<file path="src/rtl/dragonfang_pkg.sv">
// Shared types for the dragonfang vector datapath:
// result packets, merge controls and write-back scheduler states.
package dragonfang_pkg;

  localparam int TAG_WIDTH  = 6;
  localparam int DATA_WIDTH = 64;

  typedef enum logic [1:0] {
    ENABLED_8BIT_MODE,
    ENABLED_16BIT_MODE,
    ENABLED_32BIT_MODE,
    ENABLED_64BIT_MODE
  } bit_mode_t;

  typedef struct packed {
    bit_mode_t bit_mode;
    logic      vm;
    logic      vma;
    logic      vta;
  } write_back_vector_t;

  typedef struct packed {
    logic [TAG_WIDTH-1:0]  tag;
    logic [DATA_WIDTH-1:0] data;
  } data_packet_t;

  typedef enum logic [1:0] {
    IDLE,
    READ,
    MERGE,
    WRITE
  } wb_sched_state_t;

  // Element number that owns data bit b at the given element width.
  function automatic logic [2:0] elem_idx(
    input bit_mode_t  m,
    input logic [5:0] b
  );
    logic [2:0] r;
    r = 3'd0;
    unique case (m)
      ENABLED_8BIT_MODE:  r = b[5:3];
      ENABLED_16BIT_MODE: r = {1'b0, b[5:4]};
      ENABLED_32BIT_MODE: r = {2'b0, b[5]};
      ENABLED_64BIT_MODE: r = 3'd0;
    endcase
    return r;
  endfunction

endpackage

</file>
<file path="src/rtl/write_back.sv">
// Element-wise merge of a new result into the old vd value
// under the v0 mask and the mask-agnostic policy.
module write_back
  import dragonfang_pkg::*;
(
  input  write_back_vector_t vector,
  input  data_packet_t       v0,
  input  data_packet_t       vd_old,
  input  data_packet_t       vd_new,
  output data_packet_t       vd_out
);

  // A single packet carries no vl, so the tail policy and the
  // tags of v0/vd_old have nothing to act on here.
  logic unused_wb;
  assign unused_wb = ^{vector.vta, v0.tag, vd_old.tag};

  // Active elements take the new bits; masked-off ones keep
  // the old bits or go to all ones when mask-agnostic.
  always_comb begin
    vd_out     = vd_old;
    vd_out.tag = vd_new.tag;
    for (int i = 0; i < DATA_WIDTH; i++) begin
      if (vector.vm ||
          v0.data[elem_idx(vector.bit_mode, 6'(i))]) begin
        vd_out.data[i] = vd_new.data[i];
      end else if (vector.vma) begin
        vd_out.data[i] = 1'b1;
      end
    end
  end

endmodule

</file>
<file path="src/rtl/write_back_rr_arbiter.sv">
// Round-robin pick: first requester after ptr_i, wrapping,
// returned both one-hot and as an index.
module write_back_rr_arbiter #(
  parameter  int NUM_REQ = 4,
  localparam int IDXW    = (NUM_REQ > 1) ? $clog2(NUM_REQ) : 1
) (
  input  logic [NUM_REQ-1:0] req_i,
  input  logic [IDXW-1:0]    ptr_i,
  output logic [NUM_REQ-1:0] gnt_o,
  output logic [IDXW-1:0]    idx_o,
  output logic               any_o
);

  logic [IDXW-1:0] cand;
  logic            found;

  // Scan ptr+1 .. ptr+NUM_REQ and keep the first hit.
  always_comb begin
    gnt_o = '0;
    idx_o = '0;
    found = 1'b0;
    cand  = '0;
    for (int k = 1; k <= NUM_REQ; k++) begin
      cand = IDXW'((int'(ptr_i) + k) % NUM_REQ);
      if (!found && req_i[cand]) begin
        found       = 1'b1;
        gnt_o[cand] = 1'b1;
        idx_o       = cand;
      end
    end
  end

  assign any_o = found;

endmodule

</file>
<file path="src/rtl/write_back_scheduler.sv">
// Shares one write_back merge between NUM_REQ producers:
// accept, read vd_old, merge, commit to the VRF.
module write_back_scheduler
  import dragonfang_pkg::*;
#(
  parameter  int NUM_REQ    = 4,
  parameter  int ADDR_WIDTH = 5,
  localparam int IDXW = (NUM_REQ > 1) ? $clog2(NUM_REQ) : 1
) (
  input  logic                                clock,
  input  logic                                reset,
  input  logic [NUM_REQ-1:0]                  req_valid,
  output logic [NUM_REQ-1:0]                  req_ready,
  input  logic [NUM_REQ-1:0][ADDR_WIDTH-1:0]  req_vd_addr,
  input  write_back_vector_t [NUM_REQ-1:0]    req_vector,
  input  data_packet_t [NUM_REQ-1:0]          req_vd_new,
  input  data_packet_t                        v0,
  output logic                                rf_rd_en,
  output logic [ADDR_WIDTH-1:0]               rf_rd_addr,
  input  data_packet_t                        rf_rd_data,
  output logic                                rf_wr_en,
  output logic [ADDR_WIDTH-1:0]               rf_wr_addr,
  output data_packet_t                        rf_wr_data,
  output logic                                done,
  output logic [TAG_WIDTH-1:0]                done_tag,
  output logic                                busy
);

  wb_sched_state_t       state_q;
  logic [IDXW-1:0]       ptr_q;
  logic [ADDR_WIDTH-1:0] addr_q;
  write_back_vector_t    vec_q;
  data_packet_t          new_q;

  logic                  rd_en_q;
  logic [ADDR_WIDTH-1:0] rd_addr_q;
  logic                  wr_en_q;
  logic [ADDR_WIDTH-1:0] wr_addr_q;
  data_packet_t          wr_data_q;
  logic                  done_q;
  logic [TAG_WIDTH-1:0]  done_tag_q;

  logic [NUM_REQ-1:0]    gnt;
  logic [IDXW-1:0]       gidx;
  logic                  gany;
  logic                  can_accept;
  logic                  hs;
  data_packet_t          merged_d;

  write_back_rr_arbiter #(
    .NUM_REQ (NUM_REQ)
  ) u_arb (
    .req_i (req_valid),
    .ptr_i (ptr_q),
    .gnt_o (gnt),
    .idx_o (gidx),
    .any_o (gany)
  );

  write_back u_wb (
    .vector (vec_q),
    .v0     (v0),
    .vd_old (rf_rd_data),
    .vd_new (new_q),
    .vd_out (merged_d)
  );

  // WRITE overlaps the next accept, giving one op per 3 cycles.
  assign can_accept = (state_q == IDLE) || (state_q == WRITE);
  assign req_ready  = can_accept ? gnt : '0;
  assign hs         = can_accept && gany;

  // Scheduler FSM with registered VRF strobes and completion.
  always_ff @(posedge clock) begin
    if (reset) begin
      state_q    <= IDLE;
      ptr_q      <= IDXW'(NUM_REQ - 1);
      addr_q     <= '0;
      vec_q      <= '0;
      new_q      <= '0;
      rd_en_q    <= 1'b0;
      rd_addr_q  <= '0;
      wr_en_q    <= 1'b0;
      wr_addr_q  <= '0;
      wr_data_q  <= '0;
      done_q     <= 1'b0;
      done_tag_q <= '0;
    end else begin
      unique case (state_q)
        IDLE, WRITE: begin
          wr_en_q <= 1'b0;
          done_q  <= 1'b0;
          if (hs) begin
            addr_q    <= req_vd_addr[gidx];
            vec_q     <= req_vector[gidx];
            new_q     <= req_vd_new[gidx];
            ptr_q     <= gidx;
            rd_en_q   <= 1'b1;
            rd_addr_q <= req_vd_addr[gidx];
            state_q   <= READ;
          end else begin
            state_q <= IDLE;
          end
        end
        READ: begin
          rd_en_q <= 1'b0;
          state_q <= MERGE;
        end
        MERGE: begin
          wr_data_q  <= merged_d;
          wr_en_q    <= 1'b1;
          wr_addr_q  <= addr_q;
          done_q     <= 1'b1;
          done_tag_q <= new_q.tag;
          state_q    <= WRITE;
        end
      endcase
    end
  end

  assign rf_rd_en   = rd_en_q;
  assign rf_rd_addr = rd_addr_q;
  assign rf_wr_en   = wr_en_q;
  assign rf_wr_addr = wr_addr_q;
  assign rf_wr_data = wr_data_q;
  assign done       = done_q;
  assign done_tag   = done_tag_q;
  assign busy       = (state_q != IDLE);

endmodule

</file>
<file path="config.mk">
export PLATFORM = sky130hd
export DESIGN_NAME = write_back_scheduler
export DESIGN_NICKNAME = d
export VERILOG_FILES = /design/src/rtl/dragonfang_pkg.sv /design/src/rtl/write_back.sv /design/src/rtl/write_back_rr_arbiter.sv /design/src/rtl/write_back_scheduler.sv
export SDC_FILE = /design/constraint.sdc
export NUM_CORES = 1
export LEC_CHECK = 0
export ABC_AREA = 1
export CORE_AREA = 2 2 218 220
export CTS_BUF_LIST = sky130_fd_sc_hd__clkbuf_4
export DETAILED_ROUTE_END_ITERATION = 10
export DIE_AREA = 0 0 220 222
export GPL_ROUTABILITY_DRIVEN = 0
export PLACE_DENSITY_LB_ADDON = 0.1
export RECOVER_POWER = 50
export SLEW_MARGIN = 0
export SYNTH_ARGS = -nofsm -noshare
export SYNTH_HDL_FRONTEND = slang
export SYNTH_SLANG_ARGS = --single-unit
</file>
<file path="constraint.sdc">
create_clock -name clock -period 5.29 [get_ports clock]
set_input_delay 0.7935 -clock clock [delete_from_list [all_inputs] [get_ports clock]]
set_output_delay 0.7935 -clock clock [all_outputs]
set_load 0.01 [all_outputs]
</file>
# Yosys cells after proc, flatten, opt, wreduce, memory -nomap -nowiden

Index checks and enable logic that the tools add are counted.
W data, S select, Z words.

Bitwise logic cells: 3
Order comparisons: 17
Multiplexer cells: 192
Equal/unequal tests: 7
$add $sub $neg: 4
Shift-type cells: 0
$mul: 0
Reduce and logical (&&, ||, !) cells: 31
Div/mod/pow operators: 0

Operators with widths:

| operator              | count |
|---|---|
| $mux W1               | 150 |
| $bmux W70 S2          | 1 |
| $mux W70              | 1 |
| $lt A3 B7 Y1 const B  | 8 |
| $pmux W3 S4           | 4 |
| $bmux W1 S3           | 8 |
| $bmux W5 S2           | 2 |
| $mux W4               | 5 |
| $pmux W3 S3           | 2 |
| $lt A2 B3 Y1 const B  | 5 |
| $or A4 B4 Y4          | 3 |
| $mux W5               | 2 |
| $logic_or A1 B1 Y1    | 9 |
| $bmux W1 S2           | 4 |
| $demux W1 S2          | 4 |
| $eq A2 B2 Y1 const B  | 4 |
| $ge A2 B1 Y1 const B  | 4 |
| $logic_and A1 B1 Y1   | 8 |
| $mux W2               | 4 |
| $pmux W2 S3           | 1 |
| $pmux W3 S2           | 1 |
| $reduce_bool A2 Y1    | 3 |
| $add A2 B1 Y2 const B | 2 |
| $add A2 B2 Y2 const B | 2 |
| 10 further kinds      | 17 |

Output and inout bits: 94
Bits of input ports: 466
Word-level logic and storage cells: 267
Latch bits: 0
Bits in writable memories: 0
Bits in registers: 160
Memories kept: 0
Memory bits (read-only): 0

# Logic depth before layout (Yosys ltp)

Gate-level depths: netlist of run 1.

Depth after elaboration: 16
Gate-level depth with buffers: 18
Gate-level depth less buffers: 15

# Modules after synthesis

A second synthesis of run 1 with hierarchy kept.

Cells, all modules: 1750
Area, all modules: 10740.3 um^2

By module, submodules not included:

| module                | area an instance (um^2) | instances | seq. area each (um^2) | cells an instance |
|---|---|---|---|---|
| write_back_scheduler  | 8520.7                  | 1         | 3343.2                | 1351 |
| write_back            | 1684.1                  | 1         | 0.0                   | 318 |
| write_back_rr_arbiter | 535.5                   | 1         | 0.0                   | 81 |

# Least setup slack after synthesis of run 1

Ideal clock, no wire load.

Path kind: register -> output
Start: register ptr_q[1]
End: output port req_ready[3]
Cell stages (with the launch flop): 13
Data arrival time: 1.879 ns
Path slack: 2.618 ns
Cells stage by stage: dfxtp_1 inv_1 ha_1 inv_1 nand2_2 nand2_4 inv_2 nand3_2 nor2_1 inv_1 o221ai_1 nand2_1 inv_1

Longest elaborated chain between the ends: 14

Ends and longest elaborated chain:

| element                                               | line                        | RTL |
|---|---|---|
| start: declaration                                    | write_back_scheduler.sv:30  | `logic [IDXW-1:0] ptr_q;` |
| start signal: assignment                              | write_back_scheduler.sv:77  | `ptr_q <= IDXW'(NUM_REQ - 1);` |
| start signal: assignment                              | write_back_scheduler.sv:97  | `ptr_q <= gidx;` |
| branches (longest 12 deep; another with $lt A2 B3 Y1) | n/a                         |  |
| $mux W4 *                                             | write_back_rr_arbiter.sv:25 | `if (!found && req_i[cand]) begin` |
| $mux W4 *                                             | write_back_scheduler.sv:70  | `assign req_ready = can_accept ? gnt : '0;` |
| end: declaration                                      | write_back_scheduler.sv:13  | `output logic [NUM_REQ-1:0] req_ready,` |

Every way passes the cells marked *. The select of a mux whose other input is x is not followed.

# Worst setup path in the final report of run 1

Start: register ptr_q[0]
End: output port req_ready[3]

The elaborated chain is that of the path after synthesis.

==> reports/results.ini, run 1 <==
[setup_path]
crit_path_start_kind=register
critPathArrivalTime_ns=3.61
cp_max_fo=14
crit_type=reg2out
timing.rr.start=ptr_q[0]
required_ns=4.50
cpMostUsedCell=inv_1
worstPathCellList=inv_4 > ha_1 > inv_1 > nand2_2 > nand2_4 > inv_2 > nand3_2 > nor2_1 > inv_1 > o221ai_1 > nand2_1 > inv_1 > clkdlybuf4s50_1
crit_slowest_cell=dfxtp_1
max_stage_delay_ns=0.71
end_kind=output pin
critPathLaunch=ptr_q[0]

[placed_design]
postPlaceCellArea_sq_mm=0.0160
place_worst_setup_slack_ns=1.38
hpwl_microns=35200
io_buffers=487
dp.cells=2775

[cts]
ctsResizeCount=0
clk_pin_slew_ns=0.17
cts.hold.buffers_added=0
numCtsBuffers=17
cts_root_buf=clkbuf_4
cts_tree=done
insertion_delay_ns=0.62
clockBufferDepth=2
clock_sinks=160
h-tree-depth=4
cts_setup_buffers=0

[finish]
stdcell_count=2811
fin_area_sq_mm=0.0162
drive_gt1_frac=0.0482
final_core_util=0.351
area_growth_pct=50.1
fin_nets=2669

[pwr]
total_power_mw=10.2
powerDensity_mw_per_mm2=629
p_leak_nw=7.85
vdd_ir_drop_max_v=0.000660

[yosys]
synth_edf_count=0
async_flop_share=0
ys.flop_type=dfxtp_1
syn_inst=1782
synth_top_area_frac=0.296
synth_area_per_cell_sq_um=6.07
yosysUniqueCellTypes=35
yosys-top-cells-area=dfxtp_1, nand2_1, inv_1
syn_nets=2264
yosysSeqAreaShare=0.296
yosysTopAreaCell=dfxtp_1
syn_area_sq_mm=0.0108
synth_seq_cells=160
yosys_warnings=0

[sta]
hold_viol=0
period_minus_slack_ns=4.41
tightest_slew_ns=2.84
slew_viol_final=96
hold_ws_ns=0.470
period_share=0.833
setup_viol=0
setup_tns_ns=0
skew_ns=0.0306
max_freq_mhz=227
rsz0062_at_grt=no
maxSlewHeadroom=-0.893
setup_ws_ns=0.882

[die]
coreArea_sq_mm=0.0463
core.rowCount=79
die_y_microns=222
boundaryPins=560
initial_utilization=0.234
dieArea_sq_mm=0.0488
die_w_microns=220

[hold_path]
holdCritPathClass=reg2reg
min_from=new_q[66]

[flow_run]
maxCapViolations=2

[routing]
dr_total_vias=12400
via_per_inst=4.41
drt-initial-drc-count=622
totalWireLength_microns=47200
detail-route-antenna-nets=0
wl_per_cell_microns=16.8
drt-pass1-iter-count=6
drc=0

[grt]
grt_pass1_wl_microns=71300
grt_pass1_vias=12200
grt_overflow=0
antenna_found_initial=5
grt_start_max_net_pins=87
track_usage=0.190

[outcome]
violations=max-capacitance violations, max-slew violations
status=finished, violations left

report_power, final:
part / total, mW / internal [mW] / switching [mW]
clock network: 0.752 / 0.239 / 0.513
registers: 1.95 / 1.69 / 0.260
logic: 7.52 / 2.55 / 4.97
total: 10.2 / 4.47 / 5.75
cells in the mapped netlist, types with 2 or more instances:
| master | n |
|---|---|
| buf_6 | 7 |
| dfxtp_1 | 160 |
| o22ai_1 | 24 |
| a22oi_1 | 3 |
| nand3_1 | 230 |
| buf_2 | 42 |
| nand3_2 | 4 |
| buf_4 | 17 |
| a21oi_2 | 2 |
| a21oi_1 | 144 |
| o21ai_1 | 2 |
| nor3b_2 | 39 |
| buf_1 | 7 |
| nand2_2 | 5 |
| nand4_1 | 2 |
| clkbuf_1 | 42 |
| o31ai_1 | 8 |
| o21ai_0 | 52 |
| nand2_4 | 4 |
| ha_1 | 16 |
| nand2_1 | 404 |
| inv_2 | 3 |
| nor3b_1 | 5 |
| o211ai_1 | 26 |
| inv_1 | 327 |
| nor2_1 | 198 |
cell type report:
type	count	area [sq um]
clock buffers	17	128
repair buffers	501	4970
inverters	331	1240
clock inverters	15	135
well taps	607	759
fillers	5174	30000
diodes	4	10.0
multi-input cells	1176	5800
flip-flops and latches	160	3200
path summary, 6_finish.rpt:
path	cells past startpoint	end	slack, ns
setup / recovery	13	req_ready[3]	0.88
setup reg to reg	13	vec_q[1]	1.61
hold reg to reg	2	done_tag[2]	0.47
hold / removal	2	done_tag[2]	0.47
cell families (layout without fill, tap and decap cells):
group                      count (synthesis)  count (layout)  share of synthesized area
AOI/OAI and AO/OA                        266             266                      0.137
DFF                                      160             160                      0.296
buffers and inverters                    446             864                      0.170
and+or+nand+nor                          894             894                      0.378
adders and majority gates                 16              16                     0.0185
other                                      0               4                          0
metal layers:
metal,wire length (microns),up-vias,part of all wire,track usage
li1,-,6378,-,-
met1,20000,5698,0.42,0.232
met2,23600,270,0.50,0.334
met3,2780,36,0.059,0.0453
met4,778,2,0.016,0.0465
met5,11,-,0.00023,0
registers in the layout, indices dropped and copies added, names as in the netlist, 2 cells and up:
| signal | cells |
|---|---|
| new_q | 70 |
| rf_wr_addr | 5 |
| vec_q | 4 |
| state_q | 2 |
| ptr_q | 2 |
| done_tag | 6 |
| rf_rd_addr | 5 |
| rf_wr_data | 64 |
critical path, delay by kind of cell, from the launching register on:
kind	cells	cell delay, ns
and+or+nand+nor	5	0.63
buffers and inverters	6	1.07
DFF	1	0.71
adders and majority gates	1	0.43
AOI/OAI and AO/OA	1	0.15
cells in the final DEF, fill, tap and decap left out, types with 5 or more instances in the layout:
cell type        count
dfxtp_1            160
nand3_1            230
o21ai_0             53
nor2_1             199
nor3b_1              5
ha_1                15
nand2_1            404
clkbuf_4            17
o22ai_1             24
o31ai_1              8
inv_1              327
dlygate4sd3_1       89
buf_4               14
nor3b_2             39
a21oi_1            144
nand2_2              5
o211ai_1            26
clkdlybuf4s50_1    397
Note: power is estimated with default switching activity, not from simulation.
==> inputs of run 2 (changes only) <==
- CORE_AREA: 2 2 218 220 -> 2 2 219 221
- DIE_AREA: 0 0 220 222 -> 0 0 221 223
- clock period: 5.29 -> 4.2 ns (I/O delays scaled with it)
==> run 2 against run 1 <==
  * The flow still finishes with violations (max-capacitance violations, max-slew violations)
  * Combinational power is 29% higher
  * Largest cell class unchanged
  * Cell count is 0.50% higher
  * Critical path depth stayed put
  * Flip-flop and latch count stayed put
  * Global-route usage is 0.38 points lower
==> reports/results.ini, run 2 (same netlist as run 1, synthesis figures left out) <==
[cts]
cts_tree=done
clk_pin_slew_ns=0.16  ; about the same
cts_root_buf=clkbuf_4
h-tree-depth=4  ; unchanged
clock_sinks=160  ; unchanged
insertion_delay_ns=0.61  ; about the same
numCtsBuffers=17  ; unchanged
cts.hold.buffers_added=0  ; unchanged
clockBufferDepth=2  ; unchanged

[setup_path]
critPathArrivalTime_ns=3.22  ; -0.39 ns
crit_slowest_cell=clkdlybuf4s50_1
r2r_end=vec_q[3]
cp_max_fo=8  ; -6
crit_type=reg2out
max_stage_delay_ns=0.54  ; -0.17 ns
reg2reg_slack_ns=0.92  ; -0.69 ns
crit_family=buffers and inverters
worstPathCellList=clkinvlp_4 > ha_2 > inv_1 > nand2_2 > nand2_4 > inv_2 > nand3_2 > nor2_2 > inv_1 > o21ai_0 > nand2_1 > inv_1 > clkdlybuf4s50_1
timing.rr.start=ptr_q[1]
path_buf_inv=6  ; unchanged
required_ns=3.57  ; -0.93 ns
r2r_cells=14  ; +1
cpMostUsedCell=inv_1
end_kind=output pin
crit_path_start_kind=register

[sta]
tightest_slew_ns=1.81  ; -1.03 ns
period_share=0.917
setup_viol=0  ; unchanged
skew_ns=0.0264  ; -0.00425 ns
hold_viol=0  ; unchanged
max_freq_mhz=260
period_minus_slack_ns=3.85
setup_ws_ns=0.350  ; -0.532 ns
hold_ws_ns=0.456  ; -0.0138 ns
maxSlewHeadroom=-0.205  ; +0.688
slew_viol_final=159  ; +66%
setup_tns_ns=0  ; unchanged
rsz0062_at_grt=no

[routing]
detail-route-antenna-nets=0  ; unchanged
drc=0  ; unchanged
dr_total_vias=12500  ; +0.69%
drt-initial-drc-count=598  ; -3.9%
drt-pass1-iter-count=5  ; -1
via_per_inst=4.41  ; +0.20%
totalWireLength_microns=47200  ; about the same
wl_per_cell_microns=16.7  ; -0.46%

[die]
initial_utilization=0.230  ; -0.00440
die_w_microns=221  ; +0.45%
boundaryPins=560  ; unchanged
coreArea_sq_mm=0.0471  ; +1.9%
dieArea_sq_mm=0.0493  ; +0.91%
core.rowCount=80  ; +1.3%
die_y_microns=223  ; +0.45%

[grt]
grt_overflow=0  ; unchanged
track_usage=0.187  ; -0.00375
grt_start_max_net_pins=101  ; +16%
grt_pass1_vias=12000  ; -1.1%
grt_pass1_wl_microns=71600  ; +0.37%
antenna_found_initial=4  ; -1

[pwr]
vdd_ir_drop_max_v=0.000912  ; +38%
powerDensity_mw_per_mm2=798  ; +27%
total_power_mw=13.1  ; +28%
p_leak_nw=7.89  ; +0.51%

[finish]
largest_register=new_q
drive_gt1_frac=0.0557  ; +0.00750
largest_reg_flops=70  ; unchanged
area_growth_pct=51.1
final_cell_mix=nand2_1, clkdlybuf4s50_1, inv_1
fin_nets=2678  ; +0.34%
layout_commonest_cell=nand2_1

[outcome]
status=finished, violations left
violations=max-capacitance violations, max-slew violations

[hold_path]
hold_depth=2  ; unchanged
holdCritPathClass=reg2reg
min_from=new_q[65]
whs_endpoint=done_tag[1]

[flow_run]
maxCapViolations=2  ; unchanged

[placed_design]
place_worst_setup_slack_ns=0.571  ; -0.811 ns
hpwl_microns=35300  ; +0.33%
io_buffers=487  ; unchanged

run 2: timing repair:
action / in CTS / in global routing
pin swaps: 0 / 0
endpoints found under the setup margin: 2 / 4
endpoints found under the hold margin: 0 / 0
gates resized for setup: 1 / 4
buffers inserted: 0 / 4
run 2: worst max path at each step:
stage	from	endpoint	slack, ns	cells after the start
floorplan	ptr_q[1]	req_ready[3]	1.69	12
global placement	req_valid[2]	new_q[44]	0.62	13
detailed placement	req_valid[2]	new_q[44]	0.57	13
CTS	ptr_q[1]	req_ready[3]	0.10	13
global route	ptr_q[1]	req_ready[3]	0.05	13
finish	ptr_q[1]	req_ready[0]	0.35	13
run 2: layout make-up:
cell class | instances | area [sq um]
flip-flops and latches | 160 | 3210
clock inverters | 15 | 134
diodes | 1 | 2.50
repair buffers | 510 | 5070
inverters | 331 | 1250
multi-input cells | 1176 | 5790
fillers | 5208 | 30800
well taps | 615 | 769
clock buffers | 17 | 128
run 2: metrics by stage:
stage,utilization,instance area (sq um),std cells
after CTS,0.346,16300,2820
final,0.347,16400,2825
after global routing,0.347,16400,2825
after floorplan,-,10800,1782
after detailed placement,0.341,16100,2788
after global placement,0.341,16100,2788
run 2: power by group:
group	leakage (nW)	switching [mW]	internal, mW	total, mW
Combinational	6.45	6.34	3.35	9.69
Sequential	1.32	0.304	2.13	2.43
Clock	0.129	0.638	0.297	0.935
Total	7.89	7.29	5.77	13.1
run 2: routing by layer:
metal | global-route usage | part of all wire | vias to the layer above
li1 | - | - | 6392
met1 | 0.226 | 0.43 | 5749
met2 | 0.331 | 0.50 | 297
met3 | 0.0553 | 0.061 | 26
met4 | 0.0299 | 0.010 | 6
met5 | 0 | 0.00080 | -
run 2: worst reg2reg max path, cell delays in order, from the launching register on:
cell and delay [ns]:
dfxtp_4 0.45, clkinvlp_4 0.16, ha_2 0.41, inv_1 0.09
nand2_2 0.10, nand2_4 0.07, inv_2 0.10, nand4_1 0.32
nand2_4 0.31, buf_4 0.54, nor2_4 0.10, buf_12 0.20
nand3_1 0.20, nand2_1 0.07, nor2_1 0.10
==> inputs of run 3 (changes only) <==
- ABC_AREA: 1 -> 0
- CORE_AREA: 2 2 219 221 -> 2 2 217 219
- DIE_AREA: 0 0 221 223 -> 0 0 219 221
==> run 3 against run 2 <==
  * The run still ends with max-capacitance violations, max-slew violations left
  * Clock-buffer cell count grew 3
  * Wire length fell by 15%
  * Synthesized cell count shrank 44%
  * Cell count shrank 27%
  * Fmax fell by 3.0%
  * Critical path depth shrank 5
  * Critical path type unchanged
  * Largest power group unchanged
==> reports/results.ini, run 3 <==
[pwr]
switchingPower_mw=3.73  ; -49%
p_leak_nw=5.91  ; -25%
swShare=0.424  ; -0.134
seqPwrFrac=0.263  ; +0.077
clkPwrFrac=0.106  ; +0.034
p_int_mw=5.07  ; -12%
vdd_ir_drop_max_v=0.000393  ; -57%
powerDensity_mw_per_mm2=585  ; -27%
p_comb_frac=0.631  ; -0.111

[yosys]
synth_simple_gate_area_frac=0.145  ; -0.233
yosys-top-cells-area=dfxtp_1, mux2i_1, a221o_1
synth_area_per_cell_sq_um=9.28  ; +53%
syn_inst=1000  ; -44%
synth_top_family_by_area=multiplexers
yosysUniqueCellTypes=43  ; +23%
synth_top_area_frac=0.345  ; +0.0493
async_flop_share=0  ; unchanged
synth_fa_ha_area_frac=0.0216  ; +0.00308
synthTopCellsByCount=nor2_1, dfxtp_1, mux2i_1, a221o_1, nand2b_1
syn_nets=1482  ; -35%
synth_edf_count=0  ; unchanged
yosysSeqAreaShare=0.345  ; +0.0493
yosysTopAreaCell=dfxtp_1
synth_seq_cells=160  ; unchanged
syn_area_sq_mm=0.00928  ; -14%
synth_compound_area_frac=0.191  ; +0.0535
ys.flop_type=dfxtp_1
yosysMostFrequentCell=nor2_1
yosys_warnings=0  ; unchanged
synthMuxAreaShare=0.242  ; +0.242
synthXorXnorAreaFrac=0  ; unchanged

[grt]
grt_start_max_net_pins=80  ; -21%
antenna_found_initial=3  ; -1
grt_pass1_wl_microns=58800  ; -18%
track_usage=0.162  ; -0.0247
grt_overflow=0  ; unchanged
grt_pass1_vias=9435  ; -22%

[sta]
period_minus_slack_ns=3.97  ; +0.118 ns
period_share=0.945  ; +0.0281
rsz0062_at_grt=no
maxSlewHeadroom=-0.522  ; -0.317
hold_ws_ns=0.421  ; -0.0343 ns
max_freq_mhz=252  ; -3.0%
skew_ns=0.0273  ; +0.000934 ns
setup_tns_ns=0  ; unchanged
hold_viol=0  ; unchanged
tightest_slew_ns=2.28  ; +0.475 ns
setup_viol=0  ; unchanged
slew_viol_final=66  ; -58%

[finish]
stdcell_count=2053  ; -27%
fin_area_sq_mm=0.0151  ; -8.0%
largest_reg_flops=70  ; unchanged
final_cell_mix=clkdlybuf4s50_1, nor2_1, dfxtp_1
largest_register=new_q
layout_commonest_cell=clkdlybuf4s50_1
area_growth_pct=62.2
final_core_util=0.327  ; -0.0201
fill_cells=4851  ; -6.9%
fin_nets=1915  ; -28%
drive_gt1_frac=0.0914  ; +0.0357

[routing]
via_per_inst=4.42  ; +0.22%
detail-route-antenna-nets=0  ; unchanged
drc=0  ; unchanged
drt-initial-drc-count=365  ; -39%
wl_per_cell_microns=19.5  ; +17%
dr_total_vias=9082  ; -27%
drt-pass1-iter-count=4  ; -1
totalWireLength_microns=40100  ; -15%

[setup_path]
cp_max_fo=7  ; -1
required_ns=3.57  ; about the same
critPathArrivalTime_ns=3.34  ; +0.12 ns
crit_path_start_kind=register
crit_type=reg2out
end_kind=output pin

[die]
coreArea_sq_mm=0.0461  ; -2.3%
initial_utilization=0.201  ; -0.0282
boundaryPins=560  ; unchanged
die_y_microns=221  ; -0.90%
die_w_microns=219  ; -0.90%
core.rowCount=79  ; -1.3%
dieArea_sq_mm=0.0484  ; -1.8%

[cts]
cts_tree=done
h-tree-depth=4  ; unchanged
cts_root_buf=clkbuf_4
clock_sinks=160  ; unchanged
insertion_delay_ns=0.62  ; about the same
numCtsBuffers=17  ; unchanged
clockBufferDepth=2  ; unchanged
clk_pin_slew_ns=0.13  ; -0.03 ns

[hold_path]
holdCritPathClass=in2reg

[placed_design]
io_buffers=487  ; unchanged
postPlaceCellArea_sq_mm=0.0148  ; -7.9%
hpwl_microns=29900  ; -15%
dp.cells=2021  ; -28%

[outcome]
violations=max-capacitance violations, max-slew violations
status=finished, violations left

[flow_run]
maxCapViolations=1  ; -1

run 3: changes by cell type after synthesis, moves of 39 or more:
cell,before,now
a221o_1,0,80
nand3_1,230,1
mux2i_1,0,117
nand2_1,404,23
nand2b_1,0,75
a21oi_1,144,67
mux2_2,0,60
o21ai_0,52,2
nor3b_2,39,0
inv_1,327,11
run 3: cells by family after synthesis:
family                   count (synthesis)
multiplexers                           205
flip-flops                             160
adder cells (fa/ha/maj)                 16
AND/OR/NAND/NOR                        286
AO/OA/AOI/OAI                          227
buffers and inverters                  106
run 3: power by group through the flow:
| stage | clock network (mW) | logic [mW] | registers, mW |
|---|---|---|---|
| after floorplan | 0 | 3.64 | 2.29 |
| after global placement | 0 | 5.74 | 2.36 |
| after detailed placement | 0 | 5.74 | 2.37 |
| after CTS | 1.02 | 5.78 | 2.34 |
| after global routing | 1.06 | 6.08 | 2.38 |
| final | 0.935 | 5.55 | 2.32 |
run 3: layout make-up:
class                           count  area [sq um]  share of cell area
Clock buffer                       20           150             0.00998
Multi-Input combinational cell    734          5630               0.374
Clock inverter                     10          97.6             0.00648
Timing Repair Buffer              508          5150               0.342
Inverter                           12          45.0             0.00299
Antenna cell                        2          5.00            0.000333
Tap cell                          607           759              0.0505
Sequential cell                   160          3210               0.213
run 3: metrics by stage:
| stage | worst slack [ns] | total power, mW |
|---|---|---|
| after floorplan | 0.890 | 5.93 |
| after global placement | 0.468 | 8.11 |
| after detailed placement | 0.447 | 8.12 |
| after CTS | 0.0321 | 9.14 |
| after global routing | 0.00191 | 9.52 |
| final | 0.232 | 8.80 |
run 3: worst max-delay path: stages, from the launching register on:
cell and delay [ns]:
dfxtp_1 0.35, inv_1 0.16, ha_4 0.38, mux4_2 0.57
nor3_2 0.28, and2_4 0.21, a221oi_1 0.07, nor2_1 0.11
clkdlybuf4s50_1 0.60
run 3: timing repair:
action                                  4_1_cts  5_1_grt
resized for setup                             2        1
hold buffers                                  0        0
buffers inserted                              0        0
endpoints found under the setup margin        4        3
pin swaps                                     0        0
run 3: final timing paths:
check,start,end,slack (ns),cells after the start
hold reg to reg,rf_wr_data[22],rf_wr_data[22],0.47,2
setup / recovery,ptr_q[0],req_ready[2],0.23,8
hold / removal,reset,rf_wr_data[9],0.42,2
setup reg to reg,ptr_q[0],rf_rd_addr[1],0.99,10
run 3: layer usage:
metal | vias to the layer above | wire [microns] | share of wire | global-route usage
met5 | - | 20 | 0.00050 | 0
met4 | 4 | 614 | 0.015 | 0.0460
met3 | 26 | 2860 | 0.071 | 0.0480
met2 | 299 | 19300 | 0.48 | 0.278
met1 | 4206 | 17300 | 0.43 | 0.194
li1 | 4547 | - | - | -
==> RTL change (flow settings as in run 2) <==
Reset style: asynchronous (`reset`), changed in one clocked block.
--- a/src/rtl/write_back_scheduler.sv
+++ b/src/rtl/write_back_scheduler.sv
@@ -73,3 +73,3 @@
   // Scheduler FSM with registered VRF strobes and completion.
-  always_ff @(posedge clock) begin
+  always_ff @(posedge clock or posedge reset) begin
     if (reset) begin
Function: not settled (the Yosys comparison gave no result); the edit may change what the design does.
==> RTL change against run 2 <==
- the run still ends with capacitance limit, slew limit left
- non-clock buffer count up 3
- register-to-register slack worse by 0.41 ns
- global-route usage grew 1.3 points
- routed wire length is 5.1% higher
- via count rose by 3.7%
- sequential share of layout area up 4.0 points
- critical endpoint unchanged
- setup slack worse by 0.10 ns
- cell area is 4.1% higher
- power grew 24%
- critical path depth decreased by 2
- sequential cell count unchanged
- synthesized cell count up 0.39%
- critical path type unchanged
- largest power group unchanged
- synthesized area increased by 5.4%
==> RTL change: results (changes against run 2) <==
- Fraction of layout cells with a size suffix above 1: 6.06% (+0.50 points)
- Placed cells: 2789 (+0.036%)
- NetSw: 0.00910 W (+25%)
- Max incr delay on CP: 0.71 ns (+0.17 ns)
- GR Util met2: 34.4% (+1.3 points)
- Drt total wl: 49600 um (+5.1%)
- Met2 WL: 24800 um (+5.6%)
- Crit path arrival time: 3.32 ns (+0.10 ns)
- Max-cap viol count: 3 (+1)
- Gr usage total: 20.0% (+1.3 points)
- Largest net degree at the start of global routing: 94 (-6.9%)
- Rel. slew slack: -41.5% (-21 points)
- DRT iter0 DRCs: 751 (+26%)
- Vias in the first global route: 12911 (+7.3%)
- Post-DP Area: 16800 um^2 (+4.3%)
- Met3 wire len: 2860 um (-0.80%)
- Seq group: 0.00301 W (+24%)
- Failing checks: capacitance limit, slew limit
- Net count after synthesis: 2271 (+0.31%)
- Final slew viol count: 193 (+21%)
- Layout Skew: 0.0300 ns (+0.00367 ns)
- Initial antenna violation count: 12 (+8)
- Worst-path maximum fanout: 10 (+2)
- Async set-or-reset flop fraction in the synthesized netlist: 100% (+100 points)
- Clock-net power: 0.000936 W (about the same)
- Largest cells by area after synthesis: dfrtp_1 35%, nand2_1 21%, inv_1 9.7%
- Clock Latency Late Sink: 0.65 ns (+0.04 ns)
- Crit path max-delay family: buffers and inverters
- Via-to-Cell Ratio: 4.56 (+3.4%)
- Global-route wire length before repair: 76700 um (+7.2%)
- Sequential fraction of the synthesis area: 35.1% (+5.5 points)
- Met1 Resource Use GR: 24.9% (+2.3 points)
- Place WS: 0.390 ns (-0.181 ns)
- Final nets: 2679 (+0.037%)
- Most frequent cells after synthesis: 640 x nand2_1, 294 x inv_1, 201 x nand3_1
- Run status: finished, violations left
- Post-synth top flop: dfrtp_1
- Total Power: 0.0162 W (+24%)
- Slowest-stage cell, CP: dfstp_4
- DRT met1 WL: 21000 um (+3.3%)
- Worst IR drop on VDD: 0.554 mV (-39%)
- LEAKAGE: 8.67 nW (+9.8%)
- Mean Syn Cell Area: 6.38 um^2 (+5.0%)
- Post-DR wirelength/cell: 17.5 um (+4.8%)
- Grt met3 use: 4.87% (-0.66 points)
-- RTL change: cell types whose count changed after synthesis, moves of 22 or more --
cell	before	now
nand4_1	2	101
dfrtp_1	0	158
inv_1	327	294
nand3_1	230	201
nor3b_2	39	0
a21oi_1	144	25
nand2_1	404	640
or2_2	1	58
o211ai_1	26	4
nor2_1	198	42
o22ai_1	24	2
dfxtp_1	160	0
-- RTL change: cells by family after synthesis --
logic type	after synthesis	share of synthesized area (%)
buffers and inverters	420	14.9
flip-flops	160	35.1
AO/OA/AOI/OAI	124	6.69
adder cells (fa/ha/maj)	16	1.75
AND/OR/NAND/NOR	1069	41.6
-- RTL change: path summary, 6_finish.rpt --
check | startpoint | depth (start not counted) | slack (ns) | endpoint
hold / removal | rf_wr_addr[0] | 2 | 0.49 | rf_wr_addr[0]
setup / recovery | ptr_q[0] | 11 | 0.25 | req_ready[0]
max in group asynchronous | reset | 3 | 0.95 | rf_wr_data[11]
hold reg to reg | rf_wr_addr[0] | 2 | 0.49 | rf_wr_addr[0]
min in group asynchronous | reset | 2 | 0.96 | new_q[58]
setup reg to reg | ptr_q[0] | 13 | 0.51 | new_q[57]
-- RTL change: cell type report --
cell class / count / area [um^2]
fillers: 5185 / 30100
multi-input cells: 1209 / 5760
repair buffers: 513 / 5100
flip-flops and latches: 160 / 4010
inverters: 296 / 1120
well taps: 615 / 769
clock buffers: 18 / 135
clock inverters: 14 / 114
diodes: 9 / 22.5
-- RTL change: metrics by stage --
step | hold slack (ns) | util (%)
CTS | 0.495 | 36.1
floorplan | 0.446 | -
detailed placement | 0.461 | 35.6
global route | 0.515 | 36.1
finish | 0.488 | 36.1
global placement | 0.456 | 35.6
-- RTL change: timing repair --
action,CTS,global route
pin swaps,0,0
resized for setup,1,2
setup buffers,1,3
endpoints found under the setup margin,1,4
